==> config.mk <==
export PLATFORM = sky130hd
export DESIGN_NAME = melody_sequencer
export DESIGN_NICKNAME = d
export VERILOG_FILES = /design/src/rtl/pianoshield_pkg.sv /design/src/rtl/melody_sequencer.sv
export SDC_FILE = /design/constraint.sdc
export NUM_CORES = 1
export LEC_CHECK = 0
export CAP_MARGIN = 20
export CORE_ASPECT_RATIO = 1.5
export CORE_MARGIN = 10
export CORE_UTILIZATION = 40
export CTS_CLUSTER_DIAMETER = 100
export CTS_CLUSTER_SIZE = 24
export DETAILED_ROUTE_END_ITERATION = 10
export GPL_TIMING_DRIVEN = 0
export PLACE_DENSITY_LB_ADDON = 0.15
export SLEW_MARGIN = 20
export SYNTH_ARGS = -nofsm -noshare
export SYNTH_HDL_FRONTEND = slang
export SYNTH_SLANG_ARGS = --single-unit
==> constraint.sdc <==
create_clock -name clk_in -period 2.35 [get_ports clk_in]
set_clock_uncertainty 0.1 [all_clocks]
set_input_delay 0.3525 -clock clk_in [delete_from_list [all_inputs] [get_ports clk_in]]
set_output_delay 0.3525 -clock clk_in [all_outputs]
set_load 0.01 [all_outputs]
==> src/rtl/pianoshield_pkg.sv <==
`default_nettype none
// ============================================================================
// Module      : pianoshield_pkg
// Description : Shared definitions for the piano shield melody path. Contains
//               the song ROM word layout, the rest and end-of-song note codes,
//               the sequencer state encoding and helpers that pack and slice
//               ROM words at the default field widths.
// Revision    : 1.0 - initial release
// ============================================================================
package pianoshield_pkg;

  // Default ROM geometry: {note[4:0], dur[2:0]} words, 32 entries.
  localparam int ROM_ADDR_W = 5;
  localparam int ROM_NOTE_W = 5;
  localparam int ROM_DUR_W  = 3;
  localparam int ROM_WORD_W = ROM_NOTE_W + ROM_DUR_W;

  localparam logic [ROM_NOTE_W-1:0] NOTE_REST = '0;
  localparam logic [ROM_NOTE_W-1:0] NOTE_END  = '1;

  // 3-bit binary state encoding, IDLE is the all-zero reset state.
  typedef enum logic [2:0] {
    ST_IDLE  = 3'd0,
    ST_FETCH = 3'd1,
    ST_LOAD  = 3'd2,
    ST_PLAY  = 3'd3,
    ST_GAP   = 3'd4
  } seq_state_t;

  function automatic logic [ROM_NOTE_W-1:0] rom_note(input logic [ROM_WORD_W-1:0] word);
    return word[ROM_WORD_W-1 -: ROM_NOTE_W];
  endfunction

  function automatic logic [ROM_DUR_W-1:0] rom_dur(input logic [ROM_WORD_W-1:0] word);
    return word[ROM_DUR_W-1:0];
  endfunction

  function automatic logic [ROM_WORD_W-1:0] rom_word(input logic [ROM_NOTE_W-1:0] note,
                                                     input logic [ROM_DUR_W-1:0]  dur);
    return {note, dur};
  endfunction

endpackage
`default_nettype wire

==> src/rtl/melody_sequencer.sv <==
`default_nettype none
// ============================================================================
// Module      : melody_sequencer
// Description : Steps through a song held in an external synchronous ROM
//               (1-cycle read latency). Each entry is a note code plus a
//               duration in beats; beats are counted from the beat_tick pulse
//               while a note plays, then a fixed silent gap separates notes.
//               Supports play/stop (stop resets to entry 0) and looping.
// Ports       : clk_in     - system clock
//               rst_in     - asynchronous reset, active-high
//               beat_tick  - one-cycle beat pulse
//               play_in    - level, 1 = play, 0 = stop
//               loop_en    - restart at entry 0 after the end of the song
//               rom_addr   - ROM address (data returns one cycle later)
//               rom_data   - ROM word {note, dur}
//               note_code  - current note code, 0 when silent
//               note_valid - tone generator enable
//               playing    - high in every state except IDLE
//               song_done  - one-cycle pulse when a non-looping song ends
// Revision    : 1.0 - initial release
// ============================================================================
module melody_sequencer
  import pianoshield_pkg::*;
#(
  parameter int ADDR_W  = 5,
  parameter int NOTE_W  = 5,
  parameter int DUR_W   = 3,
  parameter int GAP_CYC = 250000
) (
  input  logic                    clk_in,
  input  logic                    rst_in,
  input  logic                    beat_tick,
  input  logic                    play_in,
  input  logic                    loop_en,
  output logic [ADDR_W-1:0]       rom_addr,
  input  logic [NOTE_W+DUR_W-1:0] rom_data,
  output logic [NOTE_W-1:0]       note_code,
  output logic                    note_valid,
  output logic                    playing,
  output logic                    song_done
);

  localparam int BEATS_W = DUR_W + 1;
  localparam int GAP_W   = (GAP_CYC > 2) ? $clog2(GAP_CYC) : 1;

  localparam logic [NOTE_W-1:0] REST_CODE = '0;
  localparam logic [NOTE_W-1:0] END_CODE  = '1;
  localparam logic [ADDR_W-1:0] ADDR_LAST = '1;

  seq_state_t         state, state_nxt;
  logic [ADDR_W-1:0]  addr_nxt;
  logic [NOTE_W-1:0]  code_nxt;
  logic               valid_nxt;
  logic               playing_nxt;
  logic               done_nxt;
  logic [BEATS_W-1:0] beats_left, beats_nxt;
  logic [GAP_W-1:0]   gap_cnt, gap_nxt;
  logic               end_hit;

  logic [NOTE_W-1:0]  ld_note;
  logic [DUR_W-1:0]   ld_dur;

  assign ld_note = rom_data[NOTE_W+DUR_W-1 -: NOTE_W];
  assign ld_dur  = rom_data[DUR_W-1:0];

  always_ff @(posedge clk_in or posedge rst_in) begin
    if (rst_in) begin
      state      <= ST_IDLE;
      rom_addr   <= '0;
      note_code  <= '0;
      note_valid <= 1'b0;
      playing    <= 1'b0;
      song_done  <= 1'b0;
      beats_left <= '0;
      gap_cnt    <= '0;
    end else begin
      state      <= state_nxt;
      rom_addr   <= addr_nxt;
      note_code  <= code_nxt;
      note_valid <= valid_nxt;
      playing    <= playing_nxt;
      song_done  <= done_nxt;
      beats_left <= beats_nxt;
      gap_cnt    <= gap_nxt;
    end
  end

  always_comb begin
    state_nxt = state;
    addr_nxt  = rom_addr;
    code_nxt  = note_code;
    valid_nxt = note_valid;
    done_nxt  = 1'b0;
    beats_nxt = beats_left;
    gap_nxt   = gap_cnt;
    end_hit   = 1'b0;

    case (state)
      ST_IDLE: begin
        state_nxt = ST_FETCH;
        addr_nxt  = '0;
      end

      // Address is held here so the ROM word is ready in LOAD.
      ST_FETCH: state_nxt = ST_LOAD;

      ST_LOAD: begin
        if (ld_note == END_CODE) begin
          end_hit = 1'b1;
        end else begin
          code_nxt  = ld_note;
          valid_nxt = (ld_note != REST_CODE);
          beats_nxt = BEATS_W'(ld_dur) + BEATS_W'(1);
          state_nxt = ST_PLAY;
        end
      end

      ST_PLAY: begin
        if (beat_tick) begin
          if (beats_left <= BEATS_W'(1)) begin
            state_nxt = ST_GAP;
            valid_nxt = 1'b0;
            beats_nxt = '0;
            gap_nxt   = GAP_W'(GAP_CYC - 1);
          end else begin
            beats_nxt = beats_left - BEATS_W'(1);
          end
        end
      end

      ST_GAP: begin
        if (gap_cnt == '0) begin
          // Running off the last address ends the song like an END entry.
          if (rom_addr == ADDR_LAST) begin
            end_hit = 1'b1;
          end else begin
            addr_nxt  = rom_addr + ADDR_W'(1);
            state_nxt = ST_FETCH;
          end
        end else begin
          gap_nxt = gap_cnt - GAP_W'(1);
        end
      end

      default: state_nxt = ST_IDLE;
    endcase

    if (end_hit) begin
      valid_nxt = 1'b0;
      beats_nxt = '0;
      gap_nxt   = '0;
      addr_nxt  = '0;
      if (loop_en) begin
        state_nxt = ST_FETCH;
      end else begin
        state_nxt = ST_IDLE;
        code_nxt  = '0;
        done_nxt  = 1'b1;
      end
    end

    // Stop overrides everything, including a song_done decision.
    if (!play_in) begin
      state_nxt = ST_IDLE;
      addr_nxt  = '0;
      code_nxt  = '0;
      valid_nxt = 1'b0;
      done_nxt  = 1'b0;
      beats_nxt = '0;
      gap_nxt   = '0;
    end

    playing_nxt = (state_nxt != ST_IDLE);
  end

endmodule
`default_nettype wire

==> impl_metrics.ini <==
[yosys]
yosys-top-cells-count = dfrtp_1 (38), nor2_1 (16), nand2_1 (15), nand3_1 (15), nor3_1 (14)
synth-edff-count = 0
post-synth-top-count-cell = dfrtp_1
ys_seq_area_share_pct = 40.9
syn_nets = 272
synth_cell_type_count = 56
syn_area_per_cell_sq_um = 9.24
syn_area_sq_mm = 0.00233
async_reset_ff_share_pct = 100
post-synth-top-area-cell = dfrtp_1
synth.top_cells.by_area = dfrtp_1 (41%), ha_1 (3.8%), nand3_1 (3.2%)
syn_inst = 252
ys_warn_count = 0
synthFlopType = dfrtp_1
synth_top_area_share_pct = 40.9
ys_ff_latch = 38

[critical_path]
crit_arrival_ns = 2.47
worstSetupPathType = reg2reg
required_ns = 2.46
cp.depth = 6
path_cells = or4_4 > nor4_4 > buf_4 > nand2_4 > o311a_4 > o211ai_1
reg2regPathDepth = 6
end_kind = flop
cp_top_family = simple AND/OR/NAND/NOR gates
crit_path_start_kind = flop
critPathBufInv = 1
slowest_delay_ns = 0.58
cp_slowest_cell = or4_4
cp_max_fo = 5

[place]
place.gp.congestion = 0.840
dp_hpwl_um = 4640
numPortBuffers = 24

[power]
p_total_mw = 1.93
pwr-share-seq_pct = 38.3
swShare_pct = 36.8
intPower_mw = 1.22
peakVddDrop_mv = 0.257
clkPwrFrac_pct = 22.8
combPwrFrac_pct = 38.9
p_per_area_mw_per_mm2 = 633
p_leak_nw = 1.29
power_switching_mw = 0.711

[final_layout]
drive_gt1_share_pct = 20.3
fill_cells = 547
final_util_pct = 53.1
num_antenna_cells = 0
final_nets = 321
syn2layout_area_growth_pct = 31.1

[floorplan]
die_y_um = 113
design.core.area_sq_mm = 0.00574
row_count = 34
pin_count = 26
die-area_sq_mm = 0.00933
die_w_um = 82.3
start_util_pct = 40.5

[route]
route.detailed.drc = 0
ant_nets = 0
drtPass1Iterations = 4
vias = 2258
detail_route.vias_per_cell = 6.05
routedWlPerCell_um = 18.1
drt-initial-drc-count = 140
drt-total-wl_um = 6760

[timing]
period_share_pct = 100
slew_violations = 0
finalWorstSetupSlack_ns = -0.00651
setup_viol = 1
hold_viol = 0
grt_setup_unrepaired = yes
fmax_mhz = 424
final.min_clock_period_ns = 2.36
worstMarginPinSlew_ns = 0.689
max-slew-margin-rel_pct = 53.8

[global_routing]
grt_usage_pct = 14.7
antenna_found_initial = 0
grt_max_degree = 22
grt_pass1_vias = 2234
grt-ovfl-total = 0
grt_first_pass_wirelength_um = 11000

[clock_tree]
ctsHoldBuffers = 0
cts-buffers-inserted = 5
clock-sinks = 38
clockBufferDepth = 2
tritoncts = done
cts_root_buf = clkbuf_8
htreeDepth = 2
clkLatencyLatePin_ns = 0.30
clk_pin_slew_worst_paths_ns = 0.08

[outcome]
violations = setup timing
status = finished with violations

[worst_hold_path]
min_path_type = in2async

[job]
cap_violations = 0
flip-flops by register name, summed over array words and instances (netlist names):
signal,cells
beats_left,4
gap_cnt,18
note_code,5
note_valid,1
playing,1
rom_addr,5
song_done,1
state,3
cell usage in the layout, fill, tap and decap left out, types with 3 or more instances in the layout:
master           count
a21oi_1             10
dfrtp_1             36
clkbuf_8             5
inv_1               11
and4_1               3
o22ai_1              7
o21ai_0              8
ha_1                 6
xor2_1               3
nand4_1              3
nand2b_1             5
o211ai_1             4
nand2_1             13
nor4_1               3
nand3_1             15
and3_1               3
buf_4               18
nor2_1              15
a211oi_1             4
clkbuf_1             4
a31oi_1              7
nor3b_1              3
clkdlybuf4s50_1     24
nor3_1              11
or3_1                6
a2111oi_0            3
power groups by stage:
stage          combinational, mW  clock, mW  sequential (mW)
2_1_floorplan              0.405          0            0.752
6_report                   0.752      0.441            0.740
3_5_place_dp               0.594          0            0.753
3_3_place_gp               0.585          0            0.751
4_1_cts                    0.707      0.449            0.737
5_1_grt                    0.817      0.472            0.746
kinds of logic after synthesis:
kind of cell | share of synthesized area (%)
simple gates | 24.7
compound gates | 23.1
flops | 40.9
buf+inv | 4.30
fa+ha+maj | 3.76
xor+xnor | 1.88
mux | 1.45
worst register-to-register path: stages, from the launching register on:
cell	delay, ns
dfrtp_2	0.43
or4_4	0.58
nor4_4	0.36
buf_4	0.19
nand2_4	0.05
o311a_4	0.36
o211ai_1	0.20
per-layer routing:
| metal | wire [um] | GRT usage (%) |
|---|---|---|
| met5 | 0 | 0 |
| met4 | 172 | 6.95 |
| met3 | 325 | 2.91 |
| met2 | 3560 | 24.8 |
| met1 | 2700 | 17.1 |
final cells by class:
class	instances	area (sq um)	share of cell area [%]
sequential	38	953	31.2
clock buffer	5	68.8	2.26
multi-input combinational	192	1420	46.5
inverter	12	45.0	1.48
buffer	10	68.8	2.26
clock inverter	2	10.0	0.328
tap	72	90.1	2.95
timing repair buffer	42	395	13.0
per-stage QoR:
stage               setup slack (ns)  instances  hold slack, ns  cell area (sq um)  TNS [ns]
floorplan                    0.00284        252           0.322               2330         0
global placement              -0.335        348           0.401               2660     -5.23
detailed placement            -0.338        349           0.414               2690     -5.72
CTS                          0.00565        372           0.300               2970         0
global route                 -0.0908        373           0.345               3050    -0.579
finish                      -0.00651        373           0.270               3050  -0.00651
repair_timing:
item                                    CTS  global route
setup buffers                            16             1
endpoints found under the setup margin   35            26
resized for setup                        21            12
pin swaps                                 8             2
worst paths after layout:
check / start / to / slack [ns]
hold reg to reg: note_code[0] / note_code[0] / 0.43
hold / removal: rst_in / state[0] / 0.27
setup reg to reg: gap_cnt[4] / gap_cnt[13] / -0.007
max in group asynchronous: rst_in / gap_cnt[2] / 1.41
min in group clk_in: play_in / gap_cnt[9] / 0.38
setup / recovery: gap_cnt[4] / gap_cnt[13] / -0.007
No activity file was read; power rests on OpenSTA's default activity.
